`src/rtl/seg7_scan_driver.sv`:
```
// Eight-digit multiplexed seven-segment driver with frame-coherent display updates
// and optional leading-zero blanking.
module seg7_scan_driver #(
    parameter int CLK_DIV  = 100000,
    parameter int BLANK_LZ = 0
) (
    input  logic        clk_100,
    input  logic        reset,
    input  logic [31:0] data_in,
    input  logic [7:0]  dp_in,
    input  logic        data_valid,
    input  logic        blank,
    output logic        pending,
    output logic        CA,
    output logic        CB,
    output logic        CC,
    output logic        CD,
    output logic        CE,
    output logic        CF,
    output logic        CG,
    output logic        DP,
    output logic [7:0]  AN
);

    localparam int PRE_W = (CLK_DIV > 1) ? $clog2(CLK_DIV) : 1;
    localparam logic [PRE_W-1:0] PRE_MAX = PRE_W'(CLK_DIV - 1);

    logic [PRE_W-1:0] pre_cnt;
    logic [2:0]       idx;
    logic             tick;
    logic             frame_end;
    logic [31:0]      pend_data;
    logic [7:0]       pend_dp;
    logic [31:0]      disp_data;
    logic [7:0]       disp_dp;
    logic             live_p0;
    logic [7:0]       an_nxt;
    logic [6:0]       seg_nxt;
    logic             dp_nxt;

    function automatic logic [6:0] seg_encode(input logic [3:0] nib);
        logic [6:0] s;
        case (nib)
            4'h0: s = 7'b0000001;
            4'h1: s = 7'b1001111;
            4'h2: s = 7'b0010010;
            4'h3: s = 7'b0000110;
            4'h4: s = 7'b1001100;
            4'h5: s = 7'b0100100;
            4'h6: s = 7'b0100000;
            4'h7: s = 7'b0001111;
            4'h8: s = 7'b0000000;
            4'h9: s = 7'b0000100;
            4'hA: s = 7'b0001000;
            4'hB: s = 7'b1100000;
            4'hC: s = 7'b0110001;
            4'hD: s = 7'b1000010;
            4'hE: s = 7'b0110000;
            default: s = 7'b0111000;
        endcase
        return s;
    endfunction

    // Digit i is a leading zero when it and every digit to its left carry no nibble and no dp.
    function automatic logic lz_dark(input logic [31:0] d, input logic [7:0] p, input logic [2:0] i);
        logic dark;
        dark = (i != 3'd0);
        for (int k = 0; k < 8; k++) begin
            if (k >= int'(i) && (d[4*k +: 4] != 4'h0 || p[k]))
                dark = 1'b0;
        end
        return dark;
    endfunction

    assign tick      = (pre_cnt == PRE_MAX);
    assign frame_end = tick && (idx == 3'd7);

    always_ff @(posedge clk_100 or negedge reset) begin
        if (!reset) begin
            pre_cnt <= '0;
            idx     <= '0;
        end else if (tick) begin
            pre_cnt <= '0;
            idx     <= idx + 3'd1;
        end else begin
            pre_cnt <= pre_cnt + PRE_W'(1);
        end
    end

    // A strobe on the boundary bypasses the pending register entirely.
    always_ff @(posedge clk_100 or negedge reset) begin
        if (!reset) begin
            pend_data <= '0;
            pend_dp   <= '0;
            disp_data <= '0;
            disp_dp   <= '0;
            pending   <= 1'b0;
        end else if (data_valid) begin
            if (frame_end) begin
                disp_data <= data_in;
                disp_dp   <= dp_in;
                pending   <= 1'b0;
            end else begin
                pend_data <= data_in;
                pend_dp   <= dp_in;
                pending   <= 1'b1;
            end
        end else if (frame_end && pending) begin
            disp_data <= pend_data;
            disp_dp   <= pend_dp;
            pending   <= 1'b0;
        end
    end

    always_comb begin
        an_nxt  = 8'hFF;
        seg_nxt = seg_encode(disp_data[{idx, 2'b00} +: 4]);
        dp_nxt  = ~disp_dp[idx];
        if (live_p0 && !blank && !(BLANK_LZ != 0 && lz_dark(disp_data, disp_dp, idx)))
            an_nxt = ~(8'd1 << idx);
        if (!live_p0) begin
            seg_nxt = 7'h7F;
            dp_nxt  = 1'b1;
        end
    end

    // Output register stage: live_p0 holds the drive dark for the first edge after reset.
    always_ff @(posedge clk_100 or negedge reset) begin
        if (!reset) begin
            live_p0                  <= 1'b0;
            AN                       <= 8'hFF;
            {CA, CB, CC, CD, CE, CF, CG} <= 7'h7F;
            DP                       <= 1'b1;
        end else begin
            live_p0                  <= 1'b1;
            AN                       <= an_nxt;
            {CA, CB, CC, CD, CE, CF, CG} <= seg_nxt;
            DP                       <= dp_nxt;
        end
    end

endmodule

```
`config.mk`:
```
export PLATFORM = sky130hd
export DESIGN_NAME = seg7_scan_driver
export DESIGN_NICKNAME = d
export VERILOG_FILES = /design/src/rtl/seg7_scan_driver.sv
export SDC_FILE = /design/constraint.sdc
export NUM_CORES = 1
export LEC_CHECK = 0
export BUFFER_PORTS_ARGS = -buffer_cell sky130_fd_sc_hd__buf_4
export CAP_MARGIN = 30
export CORE_UTILIZATION = 42
export DETAILED_ROUTE_END_ITERATION = 6
export GPL_TIMING_DRIVEN = 0
export PLACE_DENSITY = 0.7
export RECOVER_POWER = 25
export SYNTH_ARGS = -nofsm -noshare
export SYNTH_HDL_FRONTEND = slang
export SYNTH_SLANG_ARGS = --single-unit
```
`constraint.sdc`:
```
create_clock -name clk_100 -period 2.48 [get_ports clk_100]
set_input_delay 0.496 -clock clk_100 [delete_from_list [all_inputs] [get_ports clk_100]]
set_output_delay 0.496 -clock clk_100 [all_outputs]
set_load 0.05 [all_outputs]
```
== Word level (Yosys, flattened, before mapping) ==
Memory sizes are Yosys's and may differ from the RTL's.
Index checks and enable logic that the tools add are counted.

* Bitwise gates (word level): 3
* Reduce and logical (&&, ||, !) cells: 7
* $add $sub $neg: 2
* Magnitude comparators: 1
* Muxes and demuxes: 15
* Eq/ne operators: 3
* Shift-type cells: 2

{| class="wikitable"
|+ Operators with widths
! cell !! number
|-
| 32-bit 2-to-1 mux || 3
|-
| 8-bit 2-to-1 mux || 4
|-
| 32-bit by 6-bit variable part select with 4-bit output || 1
|-
| 17-bit by 1-bit adder with 17-bit output, second input constant || 1
|-
| 17-bit == test, second input constant || 1
|-
| 17-bit 2-to-1 mux || 1
|-
| 8-bit inverter || 1
|-
| 1-bit by 3-bit << shifter with 8-bit output, first input constant || 1
|-
| 7-bit 2-to-1 mux || 1
|-
| 1-bit 2-to-1 mux || 5
|-
| 3-bit by 4-bit less-than comparator with 1-bit output, second input constant || 1
|-
| 2-bit AND reduction || 2
|-
| 3-bit by 1-bit adder with 3-bit output, second input constant || 1
|-
| 1-bit binary-select mux with 3-bit select || 1
|-
| 3-bit == test, second input constant || 1
|-
| 1-bit logical AND || 3
|-
| 2-bit by 1-bit inequality test with 1-bit output, second input constant || 1
|-
| 1-bit inverter || 2
|-
| 2-bit nonzero test || 1
|-
| 1-bit zero test || 1
|}

* Memories kept: 1
* Input bits: 44
* ROM bits: 112
* Output and inout bits: 17
* Logic and storage cells: 51
* Register bits after elaboration: 118

{| class="wikitable"
|+ Memories
! name !! depth !! bits a word !! read ports !! clocked after Yosys merged registers in !! write ports !! line !! text
|-
| (name not given) || 16 || 7 || 1 || 0 || 0 || 43 || <nowiki>case (nib)</nowiki>
|}

== Longest topological paths before layout ==
* Word-level depth: 5
* Gate-level depth with buffers: 9
* Gate-level depth less buffers: 8

== Worst setup path after synthesis ==
Ideal clock, no wire load.

* Kind: register to register
* From: register idx[1]
* To: register CD
* Cell stages (with the launch flop): 10
* Buffers on the path: 1
* Required time: 2391 ps
* Setup time: 89 ps
* Arrival time: 2322 ps
* Path slack: 69 ps
* Clock period less this slack: 2411 ps
* Cell sequence: dfrtp_1 > buf_6 > mux4_2 > mux2i_1 > inv_1 > ha_1 > inv_1 > nor3_1 > a2111oi_2 > a31oi_1

* Cells in the longest elaborated chain, start to end: 3

{| class="wikitable"
|+ RTL lines
! what !! line !! text
|-
| start: declaration || 29 || <nowiki>logic [2:0] idx;</nowiki>
|-
| start signal: assignment || 84 || <nowiki>idx <= idx + 3'd1;</nowiki>
|-
| 32-bit by 6-bit variable part select with 4-bit output || 117 || <nowiki>seg_nxt = seg_encode(disp_data[{idx, 2'b00} +: 4]);</nowiki>
|-
| memory 16 x 7 bit || n/a ||
|-
| 7-bit 2-to-1 mux || 121 || <nowiki>if (!live_p0) begin</nowiki>
|-
| net seg_nxt[3] || 38 || <nowiki>logic [6:0] seg_nxt;</nowiki>
|-
| end signal: assignment || 137 || <nowiki>{CA, CB, CC, CD, CE, CF, CG} <= seg_nxt;</nowiki>
|-
| end: declaration || 17 || <nowiki>output logic CD,</nowiki>
|}

The timed path passes the listed nets, and every way through them passes these cells.
A chain may end at the register's enable or synchronous reset.

== Worst setup path after layout ==
* From: register idx[0]
* To: register CD

The elaborated chain is that of the path after synthesis.

==> impl_metrics.py <==
metrics = {
    "routing": {
        "avgRoutedWirePerCell_um": 15.34,
        "route.detailed.drc": 0,
        "dr.first_iter.drc_count": 151,
        "drt_first_pass_iters": 4,
        "vias": 3654,
        "via_per_inst": 5.089,
        "wl_um": 11010,
        "final_antenna_net_count": 0,
    },
    "finish": {
        "register_area_mm2": 0.002974,
        "mostFrequentLayoutCell": "dfrtp_1",
        "diodes": 0,
        "final_cell_mix": "dfrtp_1 (101), buf_4 (61), nor2_1 (58)",
        "drive_above_1_share": 0.3223,
        "area_delta_synth_final_pct": 23.02,
        "multi_input_area_mm2": 0.002352,
        "nets": 592,
        "stdcell_count": 718,
        "n_fill_cell": 1089,
    },
    "die": {
        "coreArea_mm2": 0.01267,
        "die_x_um": 116.4,
        "pin_count": 61,
        "initial_core_util": 0.4337,
        "num_rows": 41,
        "fp.dieH_um": 116.4,
        "die_area_mm2": 0.01355,
    },
    "logic_synthesis": {
        "synth_top_family_by_area": "multiplexers",
        "synth_compound_area_frac": 0.06512,
        "ys_ff_latch": 118,
        "synth_ff_type": "dfrtp_1",
        "ys_warn_count": 0,
        "syn_inst": 453,
        "synth.distinct_cells": 43,
        "synth_seq_area_share": 0.5410,
        "avgSynthCellArea_um2": 12.13,
        "async_flop_share": 1.000,
        "syn_nets": 510,
        "synthAdderAreaFrac": 0.02960,
        "synth-edff-count": 0,
        "synth-xor-area-share": 0.02550,
        "synthMuxAreaShare": 0.2095,
        "synth-simple-area-share": 0.09312,
        "synth_area_mm2": 0.005495,
    },
    "timing": {
        "worstMarginPinSlew_ns": 1.384,
        "rsz0062_at_grt": "no",
        "maxSlewViolCount": 0,
        "fin_crit_ns": 2.309,
        "relSlewSlack": 0.07731,
        "fin_crit_sh": 0.9311,
        "fin_ws_ns": 0.1709,
        "fin_skew_ns": 0.01080,
        "hold_viol_final": 0,
        "setup_viol": 0,
        "clock.fmax_mhz": 433.1,
    },
    "power_and_ir_drop": {
        "p_clk_frac": 0.480,
        "p_leak_nw": 3.170,
        "switching_share": 0.2157,
        "seqPwrFrac": 0.450,
        "p_total_mw": 4.527,
        "p_int_mw": 3.550,
        "vdd_drop_max_v": 0.0004908,
        "p_switching_mw": 0.9762,
        "powerDensity_mw_per_mm2": 669.6,
        "power_frac_comb": 0.070,
    },
    "setup_path": {
        "crit_start": "idx[0]",
        "cp_max_fo": 10,
        "worst-setup-path-type": "reg -> reg",
        "r2r-start": "idx[0]",
        "start_kind": "flop",
        "cp.required_ns": 2.81,
        "critPathCaptureType": "flop",
        "arrival_ns": 2.64,
    },
    "worst_hold_path": {
        "hp-start": "data_in[26]",
        "hp-class": "in -> reg",
    },
    "job": {
        "max_cap_viol_count": 0,
    },
    "outcome": {
        "outcome": "finished clean",
    },
    "placement": {
        "io_buffers": 59,
        "place_hpwl_um": 7914,
        "placed_cells_incl_taps": 685,
        "place.gp.congestion": 0.8704,
        "dp_slack_ns": -0.3489,
    },
    "grt": {
        "grt_remaining_overflow": 0,
        "grt_pass1_wl_um": 18150,
        "antenna_found_initial": 0,
        "grt_max_degree": 65,
        "grt_pass1_vias": 3729,
        "track_usage": 0.1799,
    },
    "cts": {
        "path_clk_slew_ns": 0.05,
        "cts_root_buffer": "clkbuf_16",
        "clock_path_buffers": 2,
        "worstSkewPairLatency_ns": 0.41,
        "cts.sinks": 118,
        "cts-buffers-inserted": 17,
        "h-tree-depth": 4,
        "cts_tree": "done",
    },
}
cells in the mapped netlist, types with 2 or more instances:
master	number	area share
ha_1	13	0.030
mux2_1	6	0.012
nand2_1	19	0.013
o21ai_1	2	0.0018
xnor2_1	11	0.018
xor2_1	5	0.0080
dfrtp_1	102	0.46
a31oi_1	3	0.0034
nand3_1	8	0.0073
clkbuf_1	6	0.0041
buf_6	8	0.016
inv_1	10	0.0068
and3_1	5	0.0057
o21ai_0	6	0.0055
mux2i_1	46	0.084
a21oi_1	44	0.040
nor3_1	8	0.0073
nor2b_1	2	0.0023
mux2_2	36	0.074
dfstp_2	16	0.077
nor2_1	58	0.040
nand4_1	3	0.0034
buf_2	9	0.0082
mux4_2	8	0.033
routing by layer:
| layer | part of all wire | up-vias | global-route usage |
|---|---|---|---|
| met5 | 0 | - | 0 |
| met4 | 0.014 | 0 | 0.05897 |
| met3 | 0.049 | 17 | 0.06072 |
| met2 | 0.48 | 91 | 0.2832 |
| met1 | 0.46 | 1793 | 0.2337 |
| li1 | - | 1753 | - |
path summary, 6_finish.rpt:
path,to,slack (ns),depth (start not counted)
setup / recovery,CD,0.17,8
hold / removal,pend_data[26],0.31,2
setup reg to reg,CD,0.17,8
hold reg to reg,pre_cnt[0],0.48,1
max in group asynchronous,idx[1],1.10,2
min in group asynchronous,pend_data[16],0.40,1
worst max-delay path, stage by stage (launching register included):
cell,delay (ns)
dfrtp_1,0.41
buf_8,0.19
mux4_2,0.56
mux2i_4,0.21
buf_4,0.16
ha_1,0.25
nor3_1,0.21
nor2_1,0.06
a31oi_1,0.18
cells by family (layout without fill, tap and decap cells):
group                      count (synthesis)  in the layout
DFF                                      118            118
and+or+nand+nor                          111            111
muxes                                     98             98
AOI/OAI and AO/OA                         63             63
buffers and inverters                     33            126
xor gates and xnor gates                  16             16
adders and majority gates                 13             13
other                                      1              1
power groups by stage:
stage	clock network [mW]	registers (mW)	logic [mW]
2_1_floorplan	0	2.08	0.154
3_3_place_gp	0	2.06	0.309
3_5_place_dp	0	2.07	0.322
4_1_cts	2.23	2.04	0.323
5_1_grt	2.31	2.05	0.348
6_report	2.17	2.04	0.316
layout make-up:
cell class | instances | share of cell area
clock buffers | 26 | 0.07533
clock inverters | 4 | 0.002961
flip-flops and latches | 118 | 0.4399
plain buffers | 23 | 0.02388
well taps | 172 | 0.03183
multi-input cells | 302 | 0.3480
inverters | 10 | 0.005552
repair buffers | 63 | 0.07255
state kept, by name (all words and copies together) (netlist names), 3 cells and up:
signal / cells
idx: 3
disp_data: 32
AN: 8
pend_dp: 8
pre_cnt: 17
disp_dp: 8
pend_data: 32
timing repair:
action	in CTS	in global routing
pin swaps	0	1
hold buffers	0	0
resized for setup	5	1
buffers inserted	2	1
endpoints found under the setup margin	6	1
stage by stage:
| step | TNS [ns] | instance area, um2 | utilization | hold WS, ns |
|---|---|---|---|---|
| after global placement | -0.7633 | 6153 | 0.4856 | 0.4627 |
| final | 0 | 6760 | 0.5335 | 0.3074 |
| after global routing | 0 | 6760 | 0.5335 | 0.3015 |
| after detailed placement | -1.117 | 6181 | 0.4878 | 0.4696 |
| after CTS | 0 | 6751 | 0.5328 | 0.1508 |
| after floorplan | 0 | 5495 | - | 0.2004 |
No activity file was read; power rests on OpenSTA's default activity.
